`src/rtl/cpu_sequencer.sv`:
```
// cpu_sequencer: multi-cycle instruction sequencer for the 32-bit micro CPU.
// It owns the PC, fetches over a req/ack instruction port into the
// instruction register, and steps each instruction through
// FETCH -> DECODE -> EXEC -> (MEM) -> WB. It issues one-cycle
// register-file and status-register write strobes in WB.
//
// Ports:
//   clk, rst_n           clock (rising edge) and asynchronous active-low reset
//   run                  level enable; low parks the FSM in IDLE between instructions
//   imem_req/addr/ack/rdata  instruction fetch handshake (addr = pc)
//   instr                instruction register, to the decoder
//   ctrl_*               decoder controls (reg write, branch, jump target, mem rd/wr)
//   dmem_req/we/ack      data memory handshake
//   rf_we, status_we     one-cycle write strobes issued in WB
//   illegal_op           one-cycle pulse in WB for an undefined opcode
//   pc, state            current PC and FSM state encoding
//   instr_count          retired-instruction counter (wraps at 2^32)
//   err                  sticky ack-timeout error
//
// Build option: define SEQ_TIMEOUT_EN to enable the ack-timeout watchdog
// (TIMEOUT_CYCLES). Without it the FSM waits indefinitely and err is 0.
module cpu_sequencer #(
   parameter int unsigned         PC_WIDTH       = 26,
   parameter logic [PC_WIDTH-1:0] RESET_PC       = '0,
   parameter int unsigned         TIMEOUT_CYCLES = 255
) (
   input  logic                clk,
   input  logic                rst_n,
   input  logic                run,
   output logic                imem_req,
   output logic [PC_WIDTH-1:0] imem_addr,
   input  logic                imem_ack,
   input  logic [31:0]         imem_rdata,
   output logic [31:0]         instr,
   input  logic                ctrl_reg_we,
   input  logic                ctrl_load_pc,
   input  logic [PC_WIDTH-1:0] ctrl_load_pc_val,
   input  logic                ctrl_mem_rd,
   input  logic                ctrl_mem_wr,
   output logic                dmem_req,
   output logic                dmem_we,
   input  logic                dmem_ack,
   output logic                rf_we,
   output logic                status_we,
   output logic                illegal_op,
   output logic [PC_WIDTH-1:0] pc,
   output logic [2:0]          state,
   output logic [31:0]         instr_count,
   output logic                err
);

   typedef enum logic [2:0] {
      S_IDLE   = 3'd0,
      S_FETCH  = 3'd1,
      S_DECODE = 3'd2,
      S_EXEC   = 3'd3,
      S_MEM    = 3'd4,
      S_WB     = 3'd5,
      S_ERROR  = 3'd6
   } state_t;

   localparam logic [5:0] OP_CMP = 6'h0A;

   state_t              state_q, state_d;
   logic [PC_WIDTH-1:0] pc_q, pc_d;
   logic [31:0]         instr_q, instr_d;
   logic [31:0]         count_q, count_d;
   logic [5:0]          opcode;
   logic                op_defined;

   assign opcode     = instr_q[31:26];
   // Defined opcodes are 0x00-0x16 with the single hole at 0x09.
   assign op_defined = (opcode <= 6'h16) && (opcode != 6'h09);

`ifdef SEQ_TIMEOUT_EN
   logic [31:0] wait_q, wait_d;
   logic        timeout;
   assign timeout = ((wait_q + 32'd1) == 32'(TIMEOUT_CYCLES));
`else
   logic unused_timeout_cfg;
   assign unused_timeout_cfg = (TIMEOUT_CYCLES != 0);
`endif

   always_comb begin
      state_d = state_q;
      pc_d    = pc_q;
      instr_d = instr_q;
      count_d = count_q;
`ifdef SEQ_TIMEOUT_EN
      wait_d  = wait_q;
`endif
      case (state_q)
         S_IDLE: begin
            if (run) state_d = S_FETCH;
         end
         S_FETCH: begin
            if (imem_ack) begin
               instr_d = imem_rdata;
               state_d = S_DECODE;
            end
`ifdef SEQ_TIMEOUT_EN
            else if (timeout) state_d = S_ERROR;
            else              wait_d  = wait_q + 32'd1;
`endif
         end
         S_DECODE: state_d = S_EXEC;
         S_EXEC: begin
            if (op_defined && (ctrl_mem_rd || ctrl_mem_wr)) state_d = S_MEM;
            else                                            state_d = S_WB;
         end
         S_MEM: begin
            if (dmem_ack) state_d = S_WB;
`ifdef SEQ_TIMEOUT_EN
            else if (timeout) state_d = S_ERROR;
            else              wait_d  = wait_q + 32'd1;
`endif
         end
         S_WB: begin
            pc_d    = (op_defined && ctrl_load_pc) ? ctrl_load_pc_val
                                                   : pc_q + PC_WIDTH'(1);
            count_d = count_q + 32'd1;
            state_d = run ? S_FETCH : S_IDLE;
         end
         S_ERROR: state_d = S_ERROR;
         default: state_d = S_IDLE;
      endcase
`ifdef SEQ_TIMEOUT_EN
      // Any state change clears the counter, which covers entry to FETCH/MEM.
      if (state_d != state_q) wait_d = '0;
`endif
   end

   always_ff @(posedge clk or negedge rst_n) begin
      if (!rst_n) begin
         state_q <= S_IDLE;
         pc_q    <= RESET_PC;
         instr_q <= '0;
         count_q <= '0;
`ifdef SEQ_TIMEOUT_EN
         wait_q  <= '0;
`endif
      end else begin
         state_q <= state_d;
         pc_q    <= pc_d;
         instr_q <= instr_d;
         count_q <= count_d;
`ifdef SEQ_TIMEOUT_EN
         wait_q  <= wait_d;
`endif
      end
   end

   // Strobes decode directly from the state register so an async reset
   // silences them immediately.
   assign imem_req    = (state_q == S_FETCH);
   assign imem_addr   = pc_q;
   assign dmem_req    = (state_q == S_MEM);
   assign dmem_we     = (state_q == S_MEM) && ctrl_mem_wr;
   assign rf_we       = (state_q == S_WB) && op_defined && ctrl_reg_we;
   assign status_we   = (state_q == S_WB) && (opcode == OP_CMP);
   assign illegal_op  = (state_q == S_WB) && !op_defined;
   assign instr       = instr_q;
   assign pc          = pc_q;
   assign state       = state_q;
   assign instr_count = count_q;
`ifdef SEQ_TIMEOUT_EN
   assign err = (state_q == S_ERROR);
`else
   assign err = 1'b0;
`endif

endmodule

```
`config.mk`:
```
export PLATFORM = sky130hd
export DESIGN_NAME = cpu_sequencer
export DESIGN_NICKNAME = d
export VERILOG_FILES = /design/src/rtl/cpu_sequencer.sv
export SDC_FILE = /design/constraint.sdc
export NUM_CORES = 1
export LEC_CHECK = 0
export CAP_MARGIN = 10
export CORE_MARGIN = 10
export CORE_UTILIZATION = 40
export DETAILED_ROUTE_END_ITERATION = 16
export PLACE_DENSITY = 0.76
export SETUP_SLACK_MARGIN = 0.1
export SLEW_MARGIN = 5
export SYNTH_ARGS = -nofsm -noshare
export SYNTH_HDL_FRONTEND = slang
export SYNTH_SLANG_ARGS = --single-unit
```
`constraint.sdc`:
```
create_clock -name clk -period 2.85 [get_ports clk]
set_input_delay 0.57 -clock clk [delete_from_list [all_inputs] [get_ports clk]]
set_output_delay 0.57 -clock clk [all_outputs]
set_load 0.005 [all_outputs]
```
==> impl_metrics.tcl, run 1 <==
set metrics [dict create \
    status "finished, final reports clean" \
    reg2reg_from "imem_addr[1]" \
    grt_pass1_wl_um 22500 \
    internal_power_mw 4.32 \
    synth-async-reset-ratio 1.00 \
    placed_area_um2 6540 \
    drv_cap 0 \
    worst_setup_path_start_kind "flip-flop" \
    synthTopCellsByArea "dfrtp_1 50%, mux2_2 7.8%, xnor2_1 5.3%, buf_4 4.4%, a21oi_1 3.4%" \
    row_count 39 \
    post_cts_resized 2 \
    synthesis.nets 520 \
    wire_per_inst_um 18.7 \
    route.detailed.drc 0 \
    drtIter0Drc 356 \
    yosysSeqAreaShare 0.501 \
    grt.total_usage 0.170 \
    cp-end-kind "output pin" \
    numCtsBuffers 9 \
    min_period_over_period 0.900 \
    synthFlopType "dfrtp_1" \
    synth_top_area_frac 0.501 \
    dieArea_um2 16300 \
    grt_max_degree 61 \
    p_sw_frac 0.333 \
    drtAntennaViolNets 0 \
    yosys_register_bits 93 \
    worst_pin_slew_ns 0.626 \
    ios 193 \
    cts_hold_buffers 0 \
    max_slew_margin 0.583 \
    clkSinkCount 93 \
    final_area_um2 6860 \
    cts_tree "built" \
    synthTopCellsByCount "93 x dfrtp_1, 32 x a21oi_1, 32 x mux2_2" \
    num_antenna_cells 0 \
    start_util 0.408 \
    setup_viol 0 \
    grt_antenna_before_repair 0 \
    ys_warn_count 0 \
    seqPwrFrac 0.359 \
    crit_required_ns 2.28 \
    coreArea_um2 11400 \
    synth.most_common_cell "dfrtp_1" \
    whs_ns 0.248 \
    critPathKind "flip-flop to output pin" \
    syn_to_final_growth_pct 47.8 \
    p_leak_nw 2.76 \
    fillers 960 \
    path_clk_slew_ns 0.06 \
    insertion_delay_ns 0.34 \
    hold_path_class "input pin to asynchronous set/reset pin" \
    worstPathMaxFanout 25 \
    die_h_um 128 \
    p_sw_mw 2.15 \
    r2r_cells 6 \
    routed_wirelength_um 14200 \
    drive_gt1_frac 0.105 \
    p_per_area_nw_per_um2 943 \
    portBuffers 191 \
    synth.distinct_cells 46 \
    critPathArrivalTime_ns 1.99 \
    fmax_ghz 0.390 \
    grt_pass1_vias 4226 \
    vias_per_cell 5.41 \
    power.share.clock 0.191 \
    ir_drop_mv 0.650 \
    gp_congestion 0.890 \
    synth-edff-count 0 \
    synth_top_cell_by_area "dfrtp_1" \
    h-tree-depth 3 \
    cts_root_buf "clkbuf_16" \
    grt-ovfl-total 0 \
    final_nets 681 \
    skew_ns 0.00394 \
    route.vias.total 4108 \
    report.final.slew_viol_count 0 \
    syn-mean-instance-area_um2 10.3 \
    reg2reg_to "imem_addr[20]" \
    rsz0062_at_grt "false" \
    min_period_ns 2.56 \
    syn_inst 451 \
    cts_max_path_buffers 2 \
    dpl.hpwl_um 10800 \
    die_w_um 128 \
    finalHoldViolCount 0 \
    synth_area_um2 4640 \
    cts_setup_buffers 0 \
    regToRegSetupSlack_ns 0.50 \
    drt_first_pass_iters 5 \
    p_comb_frac 0.449 \
    fin_setup_tns_ns 0 \
]
-- worst max-delay path, cell delays in order, from the launching register on --
cell and delay, ns:
dfrtp_1 0.46, nand3b_1 0.25, buf_4 0.27, nor2_1 0.14
clkdlybuf4s50_1 0.54
-- through the flow --
| stage | setup WS, ns | instances | total power, mW | util |
|---|---|---|---|---|
| floorplan | 0.709 | 451 | 3.64 | - |
| global placement | 0.385 | 744 | 5.17 | 0.576 |
| detailed placement | 0.331 | 744 | 5.27 | 0.576 |
| CTS | 0.285 | 760 | 6.54 | 0.604 |
| global route | 0.179 | 760 | 6.89 | 0.604 |
| finish | 0.285 | 760 | 6.47 | 0.604 |
-- state kept, by name, indices dropped and copies added, names as in the netlist --
signal	cells
imem_addr	26
state	3
instr	32
instr_count	32
-- area by class of cell --
type                    count  area, µm²  area share
flip-flops and latches     93       2330       0.339
multi-input cells         302       2010       0.293
repair buffers            199       2010       0.292
clock buffers              13        270      0.0394
well taps                 143        179      0.0261
clock inverters             3       42.5     0.00620
inverters                   7       26.3     0.00383
-- kinds of logic (layout without fill, tap and decap cells) --
group / count (synthesis) / in the layout / synth area share
AOI/OAI and AO/OA: 85 / 85 / 0.109
xor gates and xnor gates: 31 / 31 / 0.0585
adders and majority gates: 2 / 2 / 0.00539
buffers and inverters: 56 / 222 / 0.0682
DFF: 93 / 93 / 0.501
muxes: 34 / 34 / 0.0819
other: 1 / 1 / 0.000808
and+or+nand+nor: 149 / 149 / 0.175
-- metal layers --
layer,wire [µm],track usage,share of wire
met5,0,0,0
met4,237,0.0616,0.017
met3,1330,0.0699,0.093
met2,7430,0.292,0.52
met1,5230,0.184,0.37
-- power by group through the flow --
stage          sequential, mW  clock [mW]  combinational (mW)
2_1_floorplan            2.23           0                1.40
3_3_place_gp             2.28           0                2.89
3_5_place_dp             2.33           0                2.93
4_1_cts                  2.32        1.28                2.95
5_1_grt                  2.41        1.32                3.16
6_report                 2.32        1.24                2.91
-- worst max path at each step --
stage,cells after the start,start,endpoint
floorplan,6,imem_addr[0],imem_addr[20]
global placement,3,instr[26],status_we
detailed placement,3,instr[26],status_we
CTS,4,state[1],illegal_op
global route,4,state[1],illegal_op
finish,4,state[1],illegal_op
-- cell usage in the layout, fill, tap and decap left out, types with 14 or more instances in the layout --
master / n
nand4_1: 18
o21ai_0: 26
dfrtp_1: 93
mux2_2: 32
and3_1: 14
a21oi_1: 32
nand3_1: 28
clkdlybuf4s50_1: 189
nor2_1: 23
xnor2_1: 28
nand2_1: 29
(Power assumes the default switching activity.)
==> inputs of run 2 (changes only) <==
Settings changed: CELL_PAD_IN_SITES_DETAIL_PLACEMENT from default to 1, CELL_PAD_IN_SITES_GLOBAL_PLACEMENT from default to 1, CORE_ASPECT_RATIO from default to 0.5, CORE_UTILIZATION 40 to 32, PLACE_DENSITY 0.76 to default, PLACE_DENSITY_LB_ADDON from default to 0.1.
==> run 2 against run 1 <==
Compared with the run above: final cell count grew 6.3%; largest power group unchanged; maximum frequency up 0.22%; design area is 1.3% higher; count of clock-buffer cells in the layout shrank 4; worst hold slack worse by 0.062 ns; power up 2.6%; largest cell class unchanged; clock skew is 0.011 ns higher; non-clock buffer count stayed put.
==> impl_metrics.tcl, run 2 (synthesized netlist as in run 1, its figures left out) <==
set metrics [dict create \
    status "finished, final reports clean" \
    ios 193 \
    path_clk_slew_ns 0.07 \
    insertion_delay_ns 0.35 \
    p_per_area_nw_per_um2 955 \
    report.final.slew_viol_count 0 \
    grt.total_usage 0.152 \
    coreArea_um2 13900 \
    num_antenna_cells 0 \
    fin_cells 808 \
    top_layer_used "met4" \
    route.detailed.drc 0 \
    route.vias.total 4046 \
    start_util 0.334 \
    seqPwrFrac 0.348 \
    wl_met3_um 1320 \
    critPathKind "flip-flop to output pin" \
    wire_per_inst_um 19.3 \
    p_sw_frac 0.334 \
    crit_required_ns 2.28 \
    drv_cap 0 \
    max_slew_margin 0.613 \
    reg2reg_to "imem_addr[20]" \
    p_leak_nw 2.78 \
    finalHoldViolCount 0 \
    path_delay_family "buffers and inverters" \
    total_power_mw 6.64 \
    final_cell_mix "189 x clkdlybuf4s50_1, 93 x dfrtp_1, 32 x a21oi_1, 32 x mux2_2, 29 x nand2_1" \
    cts_setup_buffers 0 \
    gp_congestion 0.776 \
    power.share.clock 0.211 \
    drt_first_pass_iters 4 \
    final_common_cell "clkdlybuf4s50_1" \
    h-tree-depth 3 \
    clkSinkCount 93 \
    fmax_ghz 0.391 \
    row_count 30 \
    min_period_over_period 0.898 \
    final_nets 681 \
    syn_to_final_growth_pct 49.8 \
    path_cells "nand3b_1 > buf_4 > nor2_1 > clkdlybuf4s50_1" \
    critPathArrivalTime_ns 1.99 \
    dpl.hpwl_um 11600 \
    min_period_ns 2.56 \
    rsz0062_at_grt "false" \
    regToRegSetupSlack_ns 0.39 \
    setup_viol 0 \
    grt_pass1_vias 4289 \
    die_w_um 190 \
    grt-ovfl-total 0 \
    cp-end-kind "output pin" \
    critPathBufInv 2 \
    fin_setup_tns_ns 0 \
    reg2reg_from "imem_addr[0]" \
    worst_pin_slew_ns 0.576 \
    r2r_cells 6 \
    post_cts_resized 2 \
    numCtsBuffers 9 \
    drive_gt1_frac 0.106 \
    wl_met2_um 7370 \
    p_comb_frac 0.440 \
    worst_setup_path_start_kind "flip-flop" \
    placed_cells 793 \
    skew_ns 0.0152 \
    cp_slowest_stage_delay_ns 0.52 \
    dieArea_um2 20000 \
    cts_hold_buffers 0 \
    grt_max_degree 61 \
    cts_max_path_buffers 2 \
    cts_root_buf "clkbuf_16" \
    routed_wirelength_um 15600 \
    drtAntennaViolNets 0 \
    grt_pass1_wl_um 24700 \
    hold_path_class "input pin to asynchronous set/reset pin" \
    grt_antenna_before_repair 0 \
    cts_tree "built" \
    internal_power_mw 4.43 \
    die_h_um 105 \
    wl_met1_um 6750 \
    ir_drop_mv 0.393 \
    vias_per_cell 5.01 \
    final_core_util 0.501 \
    worstPathMaxFanout 25 \
    whs_ns 0.186 \
    p_sw_mw 2.22 \
    drtIter0Drc 194 \
    portBuffers 191 \
    crit_slowest_cell "clkdlybuf4s50_1" \
]
-- run 2: cell count changes in the layout (fill, tap and decap cells not counted) --
cell and change:
bufinv_16 +2, inv_8 +1, clkinv_4 +1, clkbuf_1 -1, clkinv_2 -1, clkinvlp_4 -1
inv_6 +1, clkbuf_8 -3
-- run 2: routing by layer --
| layer | vias up | GRT usage |
|---|---|---|
| met5 | - | 0 |
| met4 | 0 | 0.0324 |
| met3 | 9 | 0.0664 |
| met2 | 103 | 0.247 |
| met1 | 2023 | 0.182 |
| li1 | 1911 | - |
-- run 2: worst max path at each step --
stage | to | from | depth (start not counted)
floorplan | imem_addr[20] | imem_addr[0] | 6
global placement | status_we | instr[26] | 3
detailed placement | status_we | instr[26] | 3
CTS | illegal_op | state[1] | 4
global route | illegal_op | state[1] | 4
finish | illegal_op | state[1] | 4
-- run 2: power by group through the flow --
stage          clock network (mW)  logic [mW]  registers [mW]
2_1_floorplan                   0        1.40            2.23
3_3_place_gp                    0        2.93            2.31
5_1_grt                      1.50        3.20            2.41
4_1_cts                      1.44        2.99            2.32
6_report                     1.40        2.92            2.31
3_5_place_dp                    0        2.98            2.34
-- run 2: final cells by class --
| class | count | area, µm² |
|---|---|---|
| well taps | 192 | 240 |
| clock inverters | 6 | 119 |
| flip-flops and latches | 93 | 2330 |
| fillers | 1542 | 6930 |
| inverters | 7 | 26.3 |
| clock buffers | 9 | 225 |
| repair buffers | 199 | 2010 |
| multi-input cells | 302 | 2010 |
-- run 2: metrics by stage --
step	instance area, µm²	worst slack (ns)
after floorplan	4640	0.709
after global placement	6610	0.399
after detailed placement	6610	0.328
after CTS	6950	0.282
after global routing	6950	0.212
final	6950	0.291
-- run 2: worst register-to-register path: stages (launching register included) --
cell and delay [ns]:
dfrtp_1 0.44, ha_1 0.25, nand3_1 0.19, or4_1 0.70, or4_1 0.54, o21ai_0 0.09, a21oi_1 0.10
